`src/rtl/mem_arb_pkg.sv`:
```
// Shared types and default sizing for the memory port arbiter.
package mem_arb_pkg;

    localparam int DefNumMasters    = 4;
    localparam int DefAddrWidth     = 32;
    localparam int DefDataWidth     = 32;
    localparam int DefTimeoutCycles = 255;

    typedef enum logic [1:0] {
        ST_IDLE = 2'd0,
        ST_REQ  = 2'd1,
        ST_RESP = 2'd2
    } arb_state_e;

    // Index width that never collapses to zero bits.
    function automatic int idx_width(input int n);
        return (n > 1) ? $clog2(n) : 1;
    endfunction

endpackage

```
`src/rtl/mem_port_arbiter_rr_grant.sv`:
```
// Round-robin search: first set request at or above ptr, wrapping around.
module rr_grant
    import mem_arb_pkg::*;
#(
    parameter int NumReq = DefNumMasters,
    parameter int IdxW   = idx_width(NumReq)
) (
    input  logic [NumReq-1:0] req,
    input  logic [IdxW-1:0]   ptr,
    output logic              found,
    output logic [IdxW-1:0]   winner
);

    logic [31:0] idx;

    always_comb begin
        found  = 1'b0;
        winner = '0;
        idx    = '0;
        for (int k = 0; k < NumReq; k++) begin
            idx = 32'(ptr) + 32'(k);
            if (idx >= 32'(NumReq)) begin
                idx = idx - 32'(NumReq);
            end
            if (!found && req[IdxW'(idx)]) begin
                found  = 1'b1;
                winner = IdxW'(idx);
            end
        end
    end

endmodule

```
`src/rtl/mem_port_arbiter.sv`:
```
// Round-robin arbiter giving N masters single-outstanding access to one slave port.
//   state   | meaning
//   IDLE    | no owner; pick next requester from ptr
//   REQ     | owner's request presented to slave until accepted
//   RESP    | waiting for slave response or timeout
module mem_port_arbiter
    import mem_arb_pkg::*;
#(
    parameter int NumMasters    = DefNumMasters,
    parameter int AddrWidth     = DefAddrWidth,
    parameter int DataWidth     = DefDataWidth,
    parameter int TimeoutCycles = DefTimeoutCycles
) (
    input  logic                                 clk,
    input  logic                                 rst_n,
    input  logic [NumMasters-1:0]                m_req_valid_i,
    output logic [NumMasters-1:0]                m_req_ready_o,
    input  logic [NumMasters*AddrWidth-1:0]      m_addr_i,
    input  logic [NumMasters*DataWidth-1:0]      m_wdata_i,
    input  logic [NumMasters*(DataWidth/8)-1:0]  m_be_i,
    input  logic [NumMasters-1:0]                m_we_i,
    output logic [NumMasters-1:0]                m_rsp_valid_o,
    output logic [DataWidth-1:0]                 m_rsp_rdata_o,
    output logic                                 m_rsp_err_o,
    output logic                                 s_req_valid_o,
    input  logic                                 s_req_ready_i,
    output logic [AddrWidth-1:0]                 s_addr_o,
    output logic [DataWidth-1:0]                 s_wdata_o,
    output logic [(DataWidth/8)-1:0]             s_be_o,
    output logic                                 s_we_o,
    input  logic                                 s_rsp_valid_i,
    input  logic [DataWidth-1:0]                 s_rsp_rdata_i,
    input  logic                                 s_rsp_err_i,
    output logic [idx_width(NumMasters)-1:0]     grant_idx_o,
    output logic                                 busy_o
);

    localparam int BeW  = DataWidth / 8;
    localparam int IdxW = idx_width(NumMasters);
    localparam int TmrW = idx_width(TimeoutCycles);
    localparam logic [IdxW-1:0] LastIdx = IdxW'(NumMasters - 1);
    localparam logic [TmrW-1:0] TmrLast = TmrW'(TimeoutCycles - 1);

    arb_state_e      state, state_nxt;
    logic [IdxW-1:0] owner, ptr, winner, ptr_inc;
    logic [TmrW-1:0] timer;
    logic            any_req, complete;

    logic [AddrWidth-1:0] addr_arr  [NumMasters];
    logic [DataWidth-1:0] wdata_arr [NumMasters];
    logic [BeW-1:0]       be_arr    [NumMasters];

    for (genvar g = 0; g < NumMasters; g++) begin : g_slice
        assign addr_arr[g]  = m_addr_i[g*AddrWidth +: AddrWidth];
        assign wdata_arr[g] = m_wdata_i[g*DataWidth +: DataWidth];
        assign be_arr[g]    = m_be_i[g*BeW +: BeW];

        // Masters must hold request and payload until they see ready.
        hold_until_ready : assert property (@(posedge clk) disable iff (!rst_n)
            (m_req_valid_i[g] && !m_req_ready_o[g]) |=>
            (m_req_valid_i[g] && $stable(addr_arr[g]) && $stable(wdata_arr[g])
             && $stable(be_arr[g]) && $stable(m_we_i[g])));
    end

    rr_grant #(
        .NumReq (NumMasters),
        .IdxW   (IdxW)
    ) u_rr_grant (
        .req    (m_req_valid_i),
        .ptr    (ptr),
        .found  (any_req),
        .winner (winner)
    );

    assign ptr_inc     = (owner == LastIdx) ? '0 : owner + IdxW'(1);
    assign busy_o      = rst_n && (state != ST_IDLE);
    assign grant_idx_o = rst_n ? owner : '0;

    always_ff @(posedge clk) begin
        if (!rst_n) begin
            state <= ST_IDLE;
            owner <= '0;
            ptr   <= '0;
            timer <= '0;
        end else begin
            state <= state_nxt;
            if (state == ST_IDLE && any_req) begin
                owner <= winner;
            end
            if (state == ST_REQ && s_req_ready_i) begin
                timer <= '0;
            end else if (state == ST_RESP && !complete) begin
                timer <= timer + TmrW'(1);
            end
            if (complete) begin
                ptr <= ptr_inc;
            end
        end
    end

    // Outputs are forced quiet while reset is asserted so an abandoned transaction never strobes.
    always_comb begin
        state_nxt     = state;
        complete      = 1'b0;
        s_req_valid_o = 1'b0;
        s_addr_o      = '0;
        s_wdata_o     = '0;
        s_be_o        = '0;
        s_we_o        = 1'b0;
        m_req_ready_o = '0;
        m_rsp_valid_o = '0;
        m_rsp_rdata_o = '0;
        m_rsp_err_o   = 1'b0;
        if (rst_n) begin
            case (state)
                ST_IDLE: begin
                    if (any_req) begin
                        state_nxt = ST_REQ;
                    end
                end
                ST_REQ: begin
                    s_req_valid_o        = 1'b1;
                    s_addr_o             = addr_arr[owner];
                    s_wdata_o            = wdata_arr[owner];
                    s_be_o               = be_arr[owner];
                    s_we_o               = m_we_i[owner];
                    m_req_ready_o[owner] = s_req_ready_i;
                    if (s_req_ready_i) begin
                        state_nxt = ST_RESP;
                    end
                end
                ST_RESP: begin
                    if (s_rsp_valid_i) begin
                        m_rsp_valid_o[owner] = 1'b1;
                        m_rsp_rdata_o        = s_rsp_rdata_i;
                        m_rsp_err_o          = s_rsp_err_i;
                        complete             = 1'b1;
                        state_nxt            = ST_IDLE;
                    end else if (timer == TmrLast) begin
                        m_rsp_valid_o[owner] = 1'b1;
                        m_rsp_err_o          = 1'b1;
                        complete             = 1'b1;
                        state_nxt            = ST_IDLE;
                    end
                end
                default: state_nxt = ST_IDLE;
            endcase
        end
    end

endmodule

```
`config.mk`:
```
export PLATFORM = sky130hd
export DESIGN_NAME = mem_port_arbiter
export DESIGN_NICKNAME = d
export VERILOG_FILES = /design/src/rtl/mem_arb_pkg.sv /design/src/rtl/mem_port_arbiter_rr_grant.sv /design/src/rtl/mem_port_arbiter.sv
export SDC_FILE = /design/constraint.sdc
export NUM_CORES = 1
export LEC_CHECK = 0
export ABC_AREA = 1
export CAP_MARGIN = 20
export CORE_AREA = 2 2 169 171
export DETAILED_ROUTE_END_ITERATION = 12
export DIE_AREA = 0 0 171 173
export SKIP_LAST_GASP = 1
export SLEW_MARGIN = 20
export SYNTH_ARGS = -nofsm -noshare
export SYNTH_HDL_FRONTEND = slang
export SYNTH_HIERARCHICAL = 1
export SYNTH_SLANG_ARGS = --single-unit
```
`constraint.sdc`:
```
create_clock -name clk -period 1.5 [get_ports clk]
set_input_delay 0.225 -clock clk [delete_from_list [all_inputs] [get_ports clk]]
set_output_delay 0.225 -clock clk [all_outputs]
set_load 0.005 [all_outputs]
```
==> results by group <==
Status
  • Outcome: finished with violations
  • Failing checks: negative setup slack

Hold path
  • Hold Path End: timer[7]
  • Hold Path Class: reg2reg
  • Worst Hold Depth: 2
  • Worst Hold Launch: timer[7]

Finish
  • Nets: 1630
  • Synthesis-to-layout area growth: 188%
  • Final instance area: 10900 µm²
  • Commonest non-fill, non-tap cell in the layout: clkdlybuf4s50_1
  • Final Util: between 30 and 40%
  • Most frequent cells in the layout: clkdlybuf4s50_1 (312), nor2_1 (259), buf_2 (91)
  • Layout Cells excl Fill: 1686
  • Layout cells sized above 1: between 30% and 40%
  • Fill count: 2890

Placement
  • GPL Wtd Cong: 0.914
  • HPWL Detailed: 20.7 mm
  • Post-Place Cells: ~1600
  • Port Buffers: 430
  • Post-placement cell area: ~9000 µm²

Synthesis
  • Post-synthesis simple-gate area fraction: 49.5%
  • Syn avg cell area: 4.73 µm²
  • FF+latch count, synth: 14
  • XOR/XNOR share of the synthesized area: 0%
  • Synth warnings: 6
  • Number of distinct library cells after synthesis: 27
  • Synth Net Count: ~1100
  • Mux share of post-synthesis cell area: 0%
  • Synth Area in Compound Gates: between 20% and 30%
  • Largest family of logic cells by synthesized area: simple AND/OR/NAND/NOR gates
  • Synth Cell Area: 3770 µm²
  • Cells after synthesis: 798
  • Sequential share of the synthesized area: 7.43%
  • Adder-cell share of the synthesized area: under 10%

Worst setup path
  • Cells on worst reg2reg path: 12
  • Startpoint Class: flop
  • Setup crit end kind: output port
  • Worst flop-to-flop path startpoint: state[1]
  • Max Fanout on Critical Path: 10
  • R2R Setup Slk: -0.10 ns
  • Crit path DAT: 1.66 ns
  • Critical path required time: 1.27 ns
  • Capture point of the worst reg-to-reg path: timer[7]
  • Crit path kind: reg2out

Timing
  • Final WS setup: -0.389 ns
  • Slew margin rel.: between 70% and 80%
  • Unrepaired setup endpoints after global routing: true
  • Final setup viols: 119
  • Final Hold Vio Count: 0
  • Worst Skew: 0.00126 ns
  • Tmin final: 1.89 ns
  • WHS: 0.500 ns
  • Final period util: 126%
  • Slew Viols, Final: 0
  • Max Freq: 530 MHz
  • Actual slew at the worst max-slew pin: 0.398 ns

Routing
  • Drt total wl: 30.6 mm
  • Via count: approximately 7400
  • Pre-Repair DR Iteration Count: 5
  • DRC viols: 0
  • DR vias/cell: 4.38
  • Initial DRC Count: 318
  • WL/cell: 18.1 µm
  • Final ANT Viol Nets: 0

GRT
  • First-pass GRT wire length: between 40 and 50 mm
  • Number of global-route vias before repair: 7364
  • Antenna violations before repair: 3
  • Pin count of the biggest net entering global routing: 43
  • Global route overflow: 0
  • Total Routing Usage GR: 18.6%

Clocking
  • Clock transition at the registers of the reported paths: roughly 0.050 ns
  • Clk_lat worst skew: 0.25 ns
  • Root Driver: clkbuf_16
  • # H-tree levels: 1
  • CTS Sinks: 14
  • TritonCTS clock tree: built
  • Clock tree buffer depth: 2
  • Inserted Clock Buffers: 3
  • CTS Hold Buffers Added: 0

Die
  • Core footprint: 27600 µm²
  • Die W: between 150 and 200 µm
  • Die area: 29600 µm²
  • Die H: around 170 µm
  • Io pins: 431
  • FP Rows: between 60 and 70
  • Initial core utilization: 13.7%

Flow run
  • Max-Cap Viols: 0

Power
  • VDD IR max: 312 µV
  • P_leak: 0.00455 µW
  • Power, Total: around 6400 µW
  • PD cells: 591 nW/µm²
## metrics by stage
stage          TNS, ns  setup slack (ns)
5_1_grt         -36.20            -0.434
3_5_place_dp    -69.59            -0.891
2_1_floorplan        0            0.0786
3_3_place_gp    -68.39            -0.863
6_report        -27.64            -0.389
4_1_cts         -33.24            -0.416
## area by class of cell
type / instances / area [µm²] / share of cell area [%]
repair buffers: 565 / 5780 / 53.2
diodes: 2 / 5.00 / 0.0461
clock buffers: 4 / 88.8 / 0.818
inverters: 33 / 155 / 1.43
repair inverters: 1 / 11.3 / 0.104
multi-input cells: 689 / 4050 / 37.3
flip-flops and latches: 14 / 299 / 2.75
well taps: 378 / 473 / 4.35
## cells by family after synthesis
| group | count (synthesis) |
|---|---|
| simple gates | 459 |
| compound gates | 224 |
| buf+inv | 95 |
| flops | 14 |
| fa+ha+maj | 6 |
## cell usage after synthesis (all sizes together)
library cell	n	area share, %
and2	1	0.17
nand2	102	12
nand3b	1	0.20
buf	37	5.4
o31ai	1	0.20
inv	33	3.3
nor2	333	34
clkbuf	25	2.5
a21oi	81	11
nand3	19	2.9
nand4	2	0.33
ha	6	2.0
nor3	1	0.13
dfxtp	14	7.4
o21ai	141	19
o22ai	1	0.17
## where the power goes
group | total, µW | leakage, µW | switching [µW] | internal [µW]
clock | 578 | 0.0000442 | 172 | 406
combinational | 5420 | 0.00438 | 2600 | 2820
sequential | 423 | 0.000118 | 28.9 | 395
## flip-flops by register name (all words and copies together) (netlist names)
signal,cells
state,2
timer,8
ptr,2
owner,2
## critical path: stages (launching register included)
cell and delay, ns:
dfxtp_4 0.39, buf_12 0.17, buf_6 0.13, buf_16 0.13, nor2_1 0.06, nor2_1 0.15
o21ai_2 0.11, a21oi_1 0.14, buf_2 0.13
## worst max path at each step
stage / slack (ns) / depth (start not counted) / endpoint / start
after floorplan: 0.08 / 6 / m_req_ready_o[0] / owner[1]
after global placement: -0.86 / 7 / s_addr_o[0] / rst_n
after detailed placement: -0.89 / 7 / s_addr_o[0] / rst_n
after CTS: -0.42 / 7 / s_addr_o[30] / owner[0]
after global routing: -0.43 / 9 / s_addr_o[4] / owner[0]
final: -0.39 / 8 / s_addr_o[13] / owner[0]
## metal layers
| metal | part of all wire (%) | vias up | global-route usage (%) |
|---|---|---|---|
| li1 | - | 3609 | - |
| met2 | 50 | 335 | 33.5 |
| met3 | 8.3 | 45 | 3.71 |
| met4 | 3.1 | 2 | 7.84 |
| met5 | 0.026 | - | 0 |
| met1 | 38 | 3398 | 21.2 |
## what timing repair did
item | 4_1_cts | 5_1_grt
gates cloned | 23 | 5
buffers inserted | 45 | 13
endpoints found under the setup margin | 123 | 124
pin swaps | 76 | 104
gates resized for setup | 698 | 222
No activity file was read; power rests on OpenSTA's default activity.
